==> src/rtl/shift_out_16bit.sv <==
// shift_out_16bit: parallel-to-serial transmitter.
// A word is loaded over a valid/ready handshake into a shift register and
// sent one bit per accepted beat on a serial valid/ready channel.
// A one-cycle done pulse follows the last accepted bit.
module shift_out_16bit #(
  parameter int WIDTH     = 16,
  parameter bit LSB_FIRST = 1'b0
) (
  input  logic             clk,
  input  logic             rst,
  input  logic             load_valid,
  output logic             load_ready,
  input  logic [WIDTH-1:0] load_data,
  output logic             tx_bit,
  output logic             tx_valid,
  output logic             tx_last,
  input  logic             tx_ready,
  output logic             busy,
  output logic             done
);

  localparam int            CW   = (WIDTH > 1) ? $clog2(WIDTH) : 1;
  localparam logic [CW-1:0] LAST = CW'(WIDTH - 1);

  typedef enum logic {
    S_IDLE  = 1'b0,
    S_SHIFT = 1'b1
  } state_t;

  state_t           r_state;
  state_t           w_next;
  logic [WIDTH-1:0] r_shreg;
  logic [WIDTH-1:0] w_shreg_nxt;
  logic [WIDTH-1:0] w_shifted;
  logic [CW-1:0]    r_count;
  logic             r_done;
  logic             w_load;
  logic             w_beat;
  logic             w_last;

  // load_ready is exactly "state is IDLE", so the handshake reduces to this
  assign w_load = load_valid && (r_state == S_IDLE);
  assign w_beat = (r_state == S_SHIFT) && tx_ready;
  assign w_last = (r_count == LAST);

  // Shift toward the output end with zero fill
  generate
    if (LSB_FIRST) begin : g_lsb
      assign w_shifted = {1'b0, r_shreg[WIDTH-1:1]};
    end else begin : g_msb
      assign w_shifted = {r_shreg[WIDTH-2:0], 1'b0};
    end
  endgenerate

  // State register
  always_ff @(posedge clk) begin
    if (rst) r_state <= S_IDLE;
    else     r_state <= w_next;
  end

  // Next state: leave IDLE on a load, leave SHIFT on the final beat
  always_comb begin
    w_next = r_state;
    case (r_state)
      S_IDLE:  if (w_load)           w_next = S_SHIFT;
      S_SHIFT: if (w_beat && w_last) w_next = S_IDLE;
      default:                       w_next = S_IDLE;
    endcase
  end

  // Outputs decoded from state; serial outputs are forced low while IDLE
  always_comb begin
    load_ready = 1'b0;
    busy       = 1'b0;
    tx_valid   = 1'b0;
    tx_bit     = 1'b0;
    tx_last    = 1'b0;
    done       = r_done;
    case (r_state)
      S_IDLE: load_ready = 1'b1;
      S_SHIFT: begin
        busy     = 1'b1;
        tx_valid = 1'b1;
        tx_bit   = LSB_FIRST ? r_shreg[0] : r_shreg[WIDTH-1];
        tx_last  = w_last;
      end
      default: ;
    endcase
  end

  // Transfer gate: select new data on load, shifted data on a beat, else hold
  always_comb begin
    w_shreg_nxt = r_shreg;
    if (w_load)      w_shreg_nxt = load_data;
    else if (w_beat) w_shreg_nxt = w_shifted;
  end

  // Datapath: shift register, bit counter and done pulse
  always_ff @(posedge clk) begin
    if (rst) begin
      r_shreg <= '0;
      r_count <= '0;
      r_done  <= 1'b0;
    end else begin
      r_shreg <= w_shreg_nxt;
      r_done  <= w_beat && w_last;
      // count saturates at LAST; the next load clears it
      if (w_load)                 r_count <= '0;
      else if (w_beat && !w_last) r_count <= r_count + 1'b1;
    end
  end

endmodule

==> config.mk <==
export PLATFORM = sky130hd
export DESIGN_NAME = shift_out_16bit
export DESIGN_NICKNAME = d
export VERILOG_FILES = /design/src/rtl/shift_out_16bit.sv
export SDC_FILE = /design/constraint.sdc
export NUM_CORES = 1
export LEC_CHECK = 0
export CAP_MARGIN = 25
export CORE_MARGIN = 2
export CORE_UTILIZATION = 50
export DETAILED_ROUTE_END_ITERATION = 8
export DONT_BUFFER_PORTS = 1
export PLACE_DENSITY_LB_ADDON = 0.3
export SLEW_MARGIN = 20
export SYNTH_ARGS = -nofsm -noshare
export SYNTH_HDL_FRONTEND = slang
export SYNTH_SLANG_ARGS = --single-unit
==> constraint.sdc <==
create_clock -name clk -period 1.6 [get_ports clk]
set_input_delay 0.32 -clock clk [delete_from_list [all_inputs] [get_ports clk]]
set_output_delay 0.32 -clock clk [all_outputs]
set_load 0.01 [all_outputs]
**Word-level counts from Yosys, hierarchy flattened**

Cells that the tools add are included.

- Input port bits: 20
- Word-level logic and storage cells: 23
- Flip-flop bits (word level): 22
- Output and inout port bits: 6

- Eq/ne operators: 1
- Multiplexer cells: 9
- Bitwise logic cells: 1
- Reductions and logical operators: 7
- Add/sub/neg operators: 1

Operators by type and width:

| cell | number |
|---|---|
| 16-bit 2-to-1 mux | 2 |
| 1-bit 2-to-1 mux | 6 |
| 4-bit by 1-bit adder with 4-bit output (second input constant) | 1 |
| 4-bit == test (second input constant) | 1 |
| 1-bit logical AND | 4 |
| 1-bit one-hot mux with 2 select lines | 1 |
| 2-bit nonzero test | 1 |
| 2-bit OR reduction | 1 |
| 1-bit logical NOT | 1 |
| 1-bit inverter | 1 |

**Depth between registers and ports, before layout**

Gate-level depths: netlist (run 1).

- Word-level depth: 4
- Depth in mapped cells: 5
- Gate-level depth less buffers: 4

**Worst setup path after synthesis (run 1)**

No wires, ideal clock.

- Kind: reg-to-reg
- Start point: register r_count[0]
- End point: register r_count[0]
- Required time: 1,530 ps
- Data arrival time: 1,195 ps
- Buffers on the path: 0
- Stages on the path, launching flop included: 5
- Slack: 335 ps
- Clock period less this slack: 1,265 ps
- Library setup time: 70 ps
- Cell sequence: dfxtp_1 > ha_1 > and3_1 > or3_1 > a21oi_1

- Word-level cells in the longest chain between the ends: 3
- Elaborated cells on any way between the ends: 4
- Those cells by class: 1 x add/sub; 1 x eq/ne; 2 x reduce/logical

RTL lines:

| item | line | RTL |
|---|---|---|
| start, declared | 35 | `logic [CW-1:0] r_count;` |
| start signal, assigned | 109 | `else if (w_beat && !w_last) r_count <= r_count + 1'b1;` |
| parallel branches: the longest is 3 deep, another holds 4-bit by 1-bit adder with 4-bit output | - |  |

Several ways; the timed one is not identified.
A chain may end at the register's enable or synchronous reset.

**Worst setup path after layout (run 1)**

- Start point: register r_count[0]
- End point: output tx_last

- Word-level cells in the longest chain between the ends: 2

RTL lines:

| item | line | RTL |
|---|---|---|
| 4-bit == test | 44 | `assign w_last = (r_count == LAST);` |
| 1-bit 2-to-1 mux | 79 | `case (r_state)` |
| end, declared | 16 | `output logic tx_last,` |

Every way passes these cells.

==> results of run 1 <==
[cells in the final DEF (no fill, tap or decap), types with 2 or more instances in the layout]
cell type  synthesis  routed
a211oi_1          16      16
a21oi_1            3       3
and2_1             2       2
buf_4              1       4
clkbuf_4           0       3
dfxtp_1           22      20
mux2i_1           16      16
nand3_1            3       2
nor2_1            17      16
nor3_1             4       4
o21ai_0            2       2
[registers in the layout, summed over array words and instances, names as in the netlist]
| register | cells |
|---|---|
| r_count | 4 |
| r_shreg | 16 |
| r_state | 1 |
| done | 1 |
[final cells by class]
type	instances	area (um^2)	share of cell area, %
Multi-Input combinational cell	72	500	48.3
Sequential cell	22	445	43.0
Tap cell	27	33.8	3.26
Timing Repair Buffer	4	30.0	2.90
Clock buffer	3	22.5	2.17
Inverter	1	3.75	0.362
[metrics by stage]
| step | setup TNS [ns] | instance area [um^2] |
|---|---|---|
| 2_1_floorplan | 0 | 990 |
| 3_3_place_gp | 0 | 993 |
| 3_5_place_dp | 0 | 993 |
| 4_1_cts | 0 | 1020 |
| 5_1_grt | -0.0300 | 1040 |
| 6_report | 0 | 1040 |
[cells in the mapped netlist]
cell type  count
nor2_1        17
buf_4          1
nand2_1        1
buf_1          1
o21ai_0        2
inv_1          1
a211oi_1      16
buf_6          1
dfxtp_1       22
mux2i_1       16
a21oi_1        3
clkbuf_1       2
buf_2          2
or3_1          1
o22ai_1        1
nor3_1         4
nand3_1        3
nor2b_2        1
or2_1          1
ha_1           1
a41oi_1        1
buf_12         1
and4b_1        1
and2_1         2
and3_1         1
[power by group]
part	total, uW	leakage, uW	switching [uW]	internal, uW
registers	605	0.000182	21.2	584
clock network	245	0.0000138	157	87.8
logic	120	0.000201	62.4	57.9
[how the worst min path moves through the flow]
| stage | to | slack (ns) | depth (start not counted) |
|---|---|---|---|
| after global placement | r_shreg[10] | 0.40 | 1 |
| after floorplan | r_count[3] | 0.47 | 1 |
| after CTS | r_shreg[9] | 0.06 | 1 |
| after detailed placement | r_shreg[13] | 0.40 | 1 |
| final | r_shreg[7] | 0.07 | 1 |
| after global routing | r_shreg[10] | 0.04 | 1 |
[kinds of logic after synthesis]
group	Yosys count
adders and majority gates	1
DFF	22
and+or+nand+nor	32
muxes	16
buffers and inverters	9
AOI/OAI and AO/OA	23
[worst max-delay path: cells and delay by family, from the launching register on]
kind	cells	cell delay, ns
adder cells (fa/ha/maj)	1	0.22
flip-flops	1	0.38
AND/OR/NAND/NOR	2	0.30
[layer usage]
layer	track usage (%)	wire length (um)
met1	22.7	857
met2	26.6	926
met3	7.10	110
met4	2.86	0
met5	0	0
[timing repair]
item | in CTS | in global routing
pin swaps | 0 | 1
resized for setup | 3 | 4
endpoints found under the hold margin | 0 | 0
endpoints found under the setup margin | 1 | 1
==> run metrics, run 1 <==
Largest stage delay, worst path=0.38 ns; CTS clk-pin slew, worst paths=0.12 ns; post-DR wirelength/cell=14.7 um; DP Wirelength=1250 um; min cycle time layout=1.53 ns; Fin. Hold Viols=0; top-level port count=26; initial core utilization=about half; Post-Synth Simple-Gate Area=between 10% and 20%; Worst-Margin Slew=0.297 ns; number of global-route vias before repair=690; largest net degree at the start of global routing=33; Starting DRT DRC Count=12; Die H=roughly 48 um; layout cell share with drive strength beyond 1=12.7%; crit start category=register; Synth warnings=0; Fmax=roughly 650 MHz; slew margin rel.=~80%; share of the yosys chip area belonging to registers=44.5%; nets=125; Post-Synth Adder-Cell Area=between 1 and 1.5%; first-pass GRT wire length=~3100 um; Via density=slightly below 6; total clock buffers created by CTS=3; cell count after synthesis=~100; Max stage delay cell, worst path=dfxtp_4; Total Power=971 uW; Vias=745; post-synthesis cell area=990 um^2; mux cell area share after synthesis=between 10% and 20%; post-route ant nets=0; Finished Layout Cells=roughly 130; # clock sinks=22; drt drc=0; Pins Over Slew Limit=0; initial antenna violation count=0; Setup violations, final=0; Pleak=about 0.00040 uW; post-route setup slack=0.0680 ns; Max Buffers Root-to-Sink=2; VDD IR max=around 0.00069 V; syn nets=124; hold buffer count at CTS=0; skew final=0.00917 ns; Critical Path AT=around 1.2 ns; clk_lat worst skew=0.30 ns; CP Max Fanout=5; crit path cell chain=ha_2 > nand3_2 > nor2_4; source of the worst hold timing path=rst; Required @ worst endpoint=between 1 and 1.5 ns; fin util=53.9%; CP startpoint=r_count[0]; die width=48.5 um; WHS=0.0739 ns; max_cap viols=0; port buffer count=0; Synth Register Bits=22; Final period util=a little over nine tenths; full die area=about 2400 um^2; core area=just under 2000 um^2; Final GP Congestion=approximately 0.77; Reg2Reg Setup Slack=approximately 0.20 ns; number of diodes=0; Post-Synth XOR/XNOR Area=0%; synthesized area per cell=about 9.6 um^2; Synth Area in Compound Gates=roughly 16%; Post-Route WL=around 1900 um; Worst setup endpoint=tx_last; placed cells=126; distinct cell type count after synthesis=25; area grow syn2layout=4.68%; std cell rows=16; worst min path class=primary input to register; Post-CTS Setup Bufs=0; Tot GR Track Use=between 15 and 20%; H-Tree Depth=1; GRT overflow=0; worst r2r src=r_count[0]; status=completed; Worst setup EP type=primary output; top cells by area, synth=dfxtp_1 45%, mux2i_1 16%, a211oi_1 12%, nor2_1 6.4%, buf_12 2.0%; area leader, netlist=dfxtp_1; power per cell area=approximately 940 nW/um^2; main combinational cell family by area after synthesis=multiplexers; Setup CP Type=register to primary output; Place WS=0.192 ns; TritonRoute pass-1 iters=5; fillers=196; share of the synthesized area in the top cell type=between 40 and 50%; reg2reg end=r_count[0]; CTS root buffer=clkbuf_4; Worst Reg-to-Reg Cells=4; CTS tree=built
(Power assumes the default switching activity.)
==> run 2: changes to the inputs <==
==> constraint.sdc (replaced) <==
create_clock -name clk -period 1.25 [get_ports clk]
set_input_delay 0.25 -clock clk [delete_from_list [all_inputs] [get_ports clk]]
set_output_delay 0.25 -clock clk [all_outputs]
set_load 0.01 [all_outputs]
==> run 2 against run 1 <==
  * The flow now finishes with violations (negative setup slack)
  * First-iteration DRC count fell by 75%
  * Setup slack got worse by 0.11 ns
  * Clock power grew 25%
  * Utilization is 6.9 points higher
  * Register-to-register slack worse by 0.19 ns
  * Power grew 32%
  * Final cell count is 7.0% higher
  * Flip-flop and latch count unchanged
  * Largest power group unchanged
  * Critical path depth unchanged
  * Hold slack got worse by 0.063 ns
  * Critical path type unchanged
  * Critical endpoint unchanged
  * Combinational power rose by 64%
==> run metrics, run 2 (synthesis results as in run 1) <==
Max Buffers Root-to-Sink=2 (unchanged); TritonRoute pass-1 iters=3 (-2); Top reg by flops=r_shreg; post-route setup slack=-0.0390 ns (-0.107 ns); most common cell after layout, fill and taps aside=dfxtp_1; total clock buffers created by CTS=3 (unchanged); Finished Layout Cells=138 (+7.0%); worst min path class=primary input to register; placed cells=133 (+5.6%); Final GP Congestion=0.689 (-10%); Setup CP Type=register to primary output; max reg flops=16 (unchanged); Via density=5.61 (-2.9%); drt drc=0 (unchanged); CTS tree=built; initial core utilization=51.5% (unchanged); VDD IR max=0.000589 V (-15%); Vias=774 (+3.9%); fin util=60.8% (+6.9 points); Post-CTS Setup Bufs=0 (unchanged); number of diodes=0 (unchanged); DP Wirelength=1320 um (+5.5%); Fmax=776 MHz; area grow syn2layout=18.1%; post-route ant nets=0 (unchanged); clk_lat worst skew=0.29 ns (about the same); CP Max Fanout=3 (-2); source of the worst hold timing path=rst; Critical Path AT=1.04 ns (-0.17 ns); std cell rows=16 (unchanged); CTS root buffer=clkbuf_4; Die H=48.5 um (unchanged); min cycle time layout=1.29 ns; Largest stage delay, worst path=0.37 ns (about the same); Worst-Margin Slew=0.311 ns (+0.0136 ns); Max stage delay cell, worst path=dfxtp_2; slew margin rel.=79.2% (-0.98 points); full die area=2350 um^2 (unchanged); CTS clk-pin slew, worst paths=0.11 ns (about the same); Required @ worst endpoint=1.00 ns (-0.28 ns); max_cap viols=0 (unchanged); final instance area=1170 um^2 (+13%); # clock sinks=22 (unchanged); top-level port count=26 (unchanged); die width=48.5 um (unchanged); nets=134 (+7.2%); Final period util=103%; number of global-route vias before repair=763 (+11%); Worst setup EP type=primary output; CP startpoint=r_count[1]; first-pass GRT wire length=3460 um (+10%); largest net degree at the start of global routing=33 (unchanged); Regs by FF count=r_shreg: 16 flops, r_count: 4 flops; GRT overflow=0 (unchanged); Fin. Hold Viols=0 (unchanged); crit path cell chain=ha_4 > nand3_4 > nor2_4; Setup violations, final=1 (+1); layout cell share with drive strength beyond 1=22.5% (+9.8 points); most frequent cells in the layout=19 x dfxtp_1, 16 x nor2_1, 15 x mux2i_1, 15 x a211oi_1, 6 x buf_4; dpl cell area=1060 um^2 (+6.8%); worst r2r src=r_count[0]; initial antenna violation count=0 (unchanged); skew final=0.000877 ns (-0.00830 ns); power per cell area=1100 nW/um^2 (+17%); Post-Route WL=1990 um (+4.9%); status=finished with violations; H-Tree Depth=1 (unchanged); failing checks=negative setup slack; core area=1920 um^2 (unchanged); Pins Over Slew Limit=0 (unchanged); port buffer count=0 (unchanged); WHS=0.0105 ns (-0.0634 ns); Starting DRT DRC Count=3 (-9); setup repair after global routing missed its margin=true; Pleak=0.000454 uW (+14%); post-DR wirelength/cell=14.4 um (-1.9%); Tot GR Track Use=18.7% (+1.6 points); crit start category=register
-- run 2: where the power goes --
part / switching, uW / internal [uW] / leakage, uW
Clock: 195 / 112 / 0.0000138
Sequential: 27.9 / 748 / 0.000182
Combinational: 95.2 / 102 / 0.000258
-- run 2: area by class of cell --
type                       count  area, um^2
clock buffer                   3        22.5
fill                         189         753
inverter                       1        6.26
multi-input combinational     72         529
sequential                    22         447
tap                           27        33.8
timing repair buffer          13         130
-- run 2: metrics by stage --
step           worst slack [ns]  total power [uW]  TNS, ns
3_3_place_gp             0.0536               954        0
5_1_grt                 -0.0916              1340   -0.138
6_report                -0.0390              1280  -0.0390
2_1_floorplan            0.0250               934        0
3_5_place_dp            0.00423               959        0
4_1_cts                 -0.0619              1280  -0.0621
-- run 2: worst paths after layout --
check	endpoint	slack, ns	depth (start not counted)
setup reg to reg	r_count[0]	0.01	4
hold / removal	r_shreg[11]	0.01	1
setup / recovery	tx_last	-0.04	3
hold reg to reg	r_shreg[5]	0.51	2
-- run 2: metal layers --
| metal | GRT usage [%] | wire length (um) |
|---|---|---|
| met5 | 0 | 0 |
| met4 | 8.57 | 38 |
| met3 | 4.32 | 112 |
| met2 | 31.5 | 963 |
| met1 | 22.8 | 871 |
-- run 2: critical path: cells and delay by family, from the launching register on --
family | cells | cell delay (ns)
and+or+nand+nor | 2 | 0.21
DFF | 1 | 0.37
adders and majority gates | 1 | 0.16
-- run 2: repair_timing --
| action | 4_1_cts | 5_1_grt |
|---|---|---|
| setup endpoints to repair | 4 | 5 |
| resized for setup | 12 | 6 |
| hold buffers | 1 | 1 |
| gates cloned | 0 | 0 |
| pin swaps | 3 | 1 |
| hold endpoints to repair | 6 | 7 |
==> run 3: changes to the inputs <==
--- a/config.mk
+++ b/config.mk
@@ -7,7 +7,7 @@
 export LEC_CHECK = 0
 export CAP_MARGIN = 25
 export CORE_MARGIN = 2
-export CORE_UTILIZATION = 50
+export CORE_UTILIZATION = 54
 export DETAILED_ROUTE_END_ITERATION = 8
 export DONT_BUFFER_PORTS = 1
 export PLACE_DENSITY_LB_ADDON = 0.3
==> run 3 against run 2 <==
  * Critical path type unchanged
  * Largest power group unchanged
  * Final cell count is 2.2% lower
  * The flow still finishes with violations (negative setup slack)
  * Cell area is 1.3% lower
  * Flip-flop and latch count stayed put
==> run metrics, run 3 (synthesis results as in run 1) <==
critical path buffer and inverter count=0 (unchanged); post-route setup slack=-0.0400 ns (-0.00107 ns); Hold Crit Depth=2 (+1); Vias=769 (-0.65%); Pins Over Slew Limit=0 (unchanged); slew margin rel.=58.0% (-21 points); DP Wirelength=1280 um (-2.8%); nets=132 (-1.5%); largest net degree at the start of global routing=18 (-45%); Worst setup EP type=primary output; dpl cell area=1040 um^2 (-2.4%); Setup violations, final=2 (+1); WP depth=3 (unchanged); Worst-Margin Slew=0.628 ns (+0.317 ns); std cell rows=15 (-1); Max stage delay cell, worst path=dfxtp_2; clk_lat worst skew=0.31 ns (+0.02 ns); crit path cell chain=ha_4 > nand3_4 > nor2_4; fin util=66.8% (+6.0 points); initial antenna violation count=0 (unchanged); clock group share of total power=28.8% (+4.8 points); GR peak layer=met2; power per cell area=1170 nW/um^2 (+7.0%); most common cell after layout, fill and taps aside=dfxtp_1; post-DR wirelength/cell=13.9 um (-3.3%); top-level port count=26 (unchanged); H-Tree Depth=1 (unchanged); Regs by FF count=r_shreg: 16 flops, r_count: 4 flops; VDD IR max=0.000706 V (+20%); Final period util=103% (about the same); first-pass GRT wire length=3080 um (-11%); Fin. Hold Viols=0 (unchanged); core area=1730 um^2 (-10%); Pint=1020 uW (+6.0%); initial core utilization=57.3% (+5.8 points); area grow syn2layout=16.6%; source of the worst hold timing path=load_valid; GRT overflow=0 (unchanged); sw frac=24.6% (-0.23 points); Pleak=0.000448 uW (-1.3%); layout cell share with drive strength beyond 1=20.0% (-2.5 points); Final GP Congestion=0.701 (+1.8%); Fmax=775 MHz (about the same); post-route ant nets=0 (unchanged); max_cap viols=0 (unchanged); Worst Reg-to-Reg Cells=4 (unchanged); max reg flops=16 (unchanged); status=finished with violations; full die area=2190 um^2 (-6.8%); CTS clk-pin slew, worst paths=0.11 ns (about the same); worst r2r src=r_count[0]; most frequent cells in the layout=19 x dfxtp_1, 16 x mux2i_1, 16 x nor2_1, 16 x a211oi_1, 5 x buf_4; combinational share of power=13.8% (-1.6 points); Post-Route WL=1880 um (-5.4%); Psw=333 uW (+4.6%); Die H=46.8 um (-3.5%); Required @ worst endpoint=1.00 ns (about the same); min cycle time layout=1.29 ns (+0.00107 ns); CTS tree=built; CP Max Fanout=3 (unchanged); # clock sinks=22 (unchanged); Top reg by flops=r_shreg; CP startpoint=r_count[0]; TritonRoute pass-1 iters=4 (+1); Critical Path AT=1.04 ns (about the same); die width=46.8 um (-3.5%); failing checks=negative setup slack; final instance area=1150 um^2 (-1.3%); Starting DRT DRC Count=19 (+16); Top delay family on crit path=flip-flops; Via density=5.70 (+1.6%); Tot GR Track Use=19.8% (+1.1 points); worst min path class=primary input to register; skew final=0.00414 ns (+0.00326 ns); CTS root buffer=clkbuf_4; crit start category=register; met2 Use GR=32.1% (+0.57 points); total clock buffers created by CTS=3 (unchanged); Max Buffers Root-to-Sink=2 (unchanged); register share of total power=57.4% (-3.2 points); Largest stage delay, worst path=0.37 ns (about the same); number of diodes=0 (unchanged); met1 Use GR=24.2% (+1.3 points); setup repair after global routing missed its margin=true; Place WS=-0.0102 ns (-0.0144 ns); drt drc=0 (unchanged); port buffer count=0 (unchanged); Setup CP Type=register to primary output; number of global-route vias before repair=718 (-5.9%); M3 GR Usage=5.38% (+1.1 points); fillers=153 (-19%)
-- run 3: cell count changes in the layout (fill, tap and decap cells not counted) --
cell | previous run | this run
a211oi_1 | 15 | 16
clkbuf_8 | 0 | 1
a21oi_1 | 3 | 2
buf_4 | 6 | 5
buf_6 | 4 | 3
inv_4 | 1 | 0
a21oi_2 | 0 | 1
inv_1 | 0 | 1
mux2i_1 | 15 | 16
a211oi_2 | 1 | 0
mux2i_2 | 1 | 0
-- run 3: metal layers --
layer  share of wire [%]  vias up
met5                   0        -
met3                 6.8        4
met1                  44      354
li1                    -      390
met2                  48       21
met4                 1.5        0
-- run 3: final cells by class --
class	count	area [um^2]	area share (%)
Inverter	1	3.75	0.325
Multi-Input combinational cell	72	524	45.4
Tap cell	25	31.3	2.71
Clock buffer	4	36.3	3.15
Sequential cell	22	447	38.7
Timing Repair Buffer	11	111	9.65
-- run 3: worst paths after layout --
check,end,slack [ns]
max,tx_last,-0.04
min,r_state,0.10
max reg2reg,r_count[0],-0.01
min reg2reg,r_shreg[5],0.51
-- run 3: stage by stage --
stage          setup TNS, ns  power [uW]  hold slack [ns]  instances
2_1_floorplan              0         934            0.403        103
6_report             -0.0469        1350            0.103        135
5_1_grt               -0.161        1420            0.133        135
3_3_place_gp               0         950            0.325        128
4_1_cts              -0.0691        1360          0.00360        134
3_5_place_dp         -0.0102         955            0.327        128
-- run 3: worst register-to-register path, stage by stage, from the launching register on --
cell and delay, ns:
dfxtp_2 0.36, ha_4 0.17, and3_1 0.19, or3_1 0.36
a21oi_2 0.12
-- run 3: repair_timing --
item                                   4_1_cts  5_1_grt
cloned                                       0        0
pin swaps                                    3        3
endpoints found under the hold margin       17        1
resized for setup                           11        3
setup endpoints to repair                    3        6
hold buffers                                 1        1
buffers inserted                             1        0
-- run 3: power groups by stage --
stage | combinational [uW] | sequential (uW) | clock (uW)
after global routing | 209 | 782 | 426
after detailed placement | 165 | 790 | 0
after global placement | 162 | 788 | 0
after floorplan | 148 | 786 | 0
final | 187 | 776 | 390
after CTS | 181 | 776 | 400
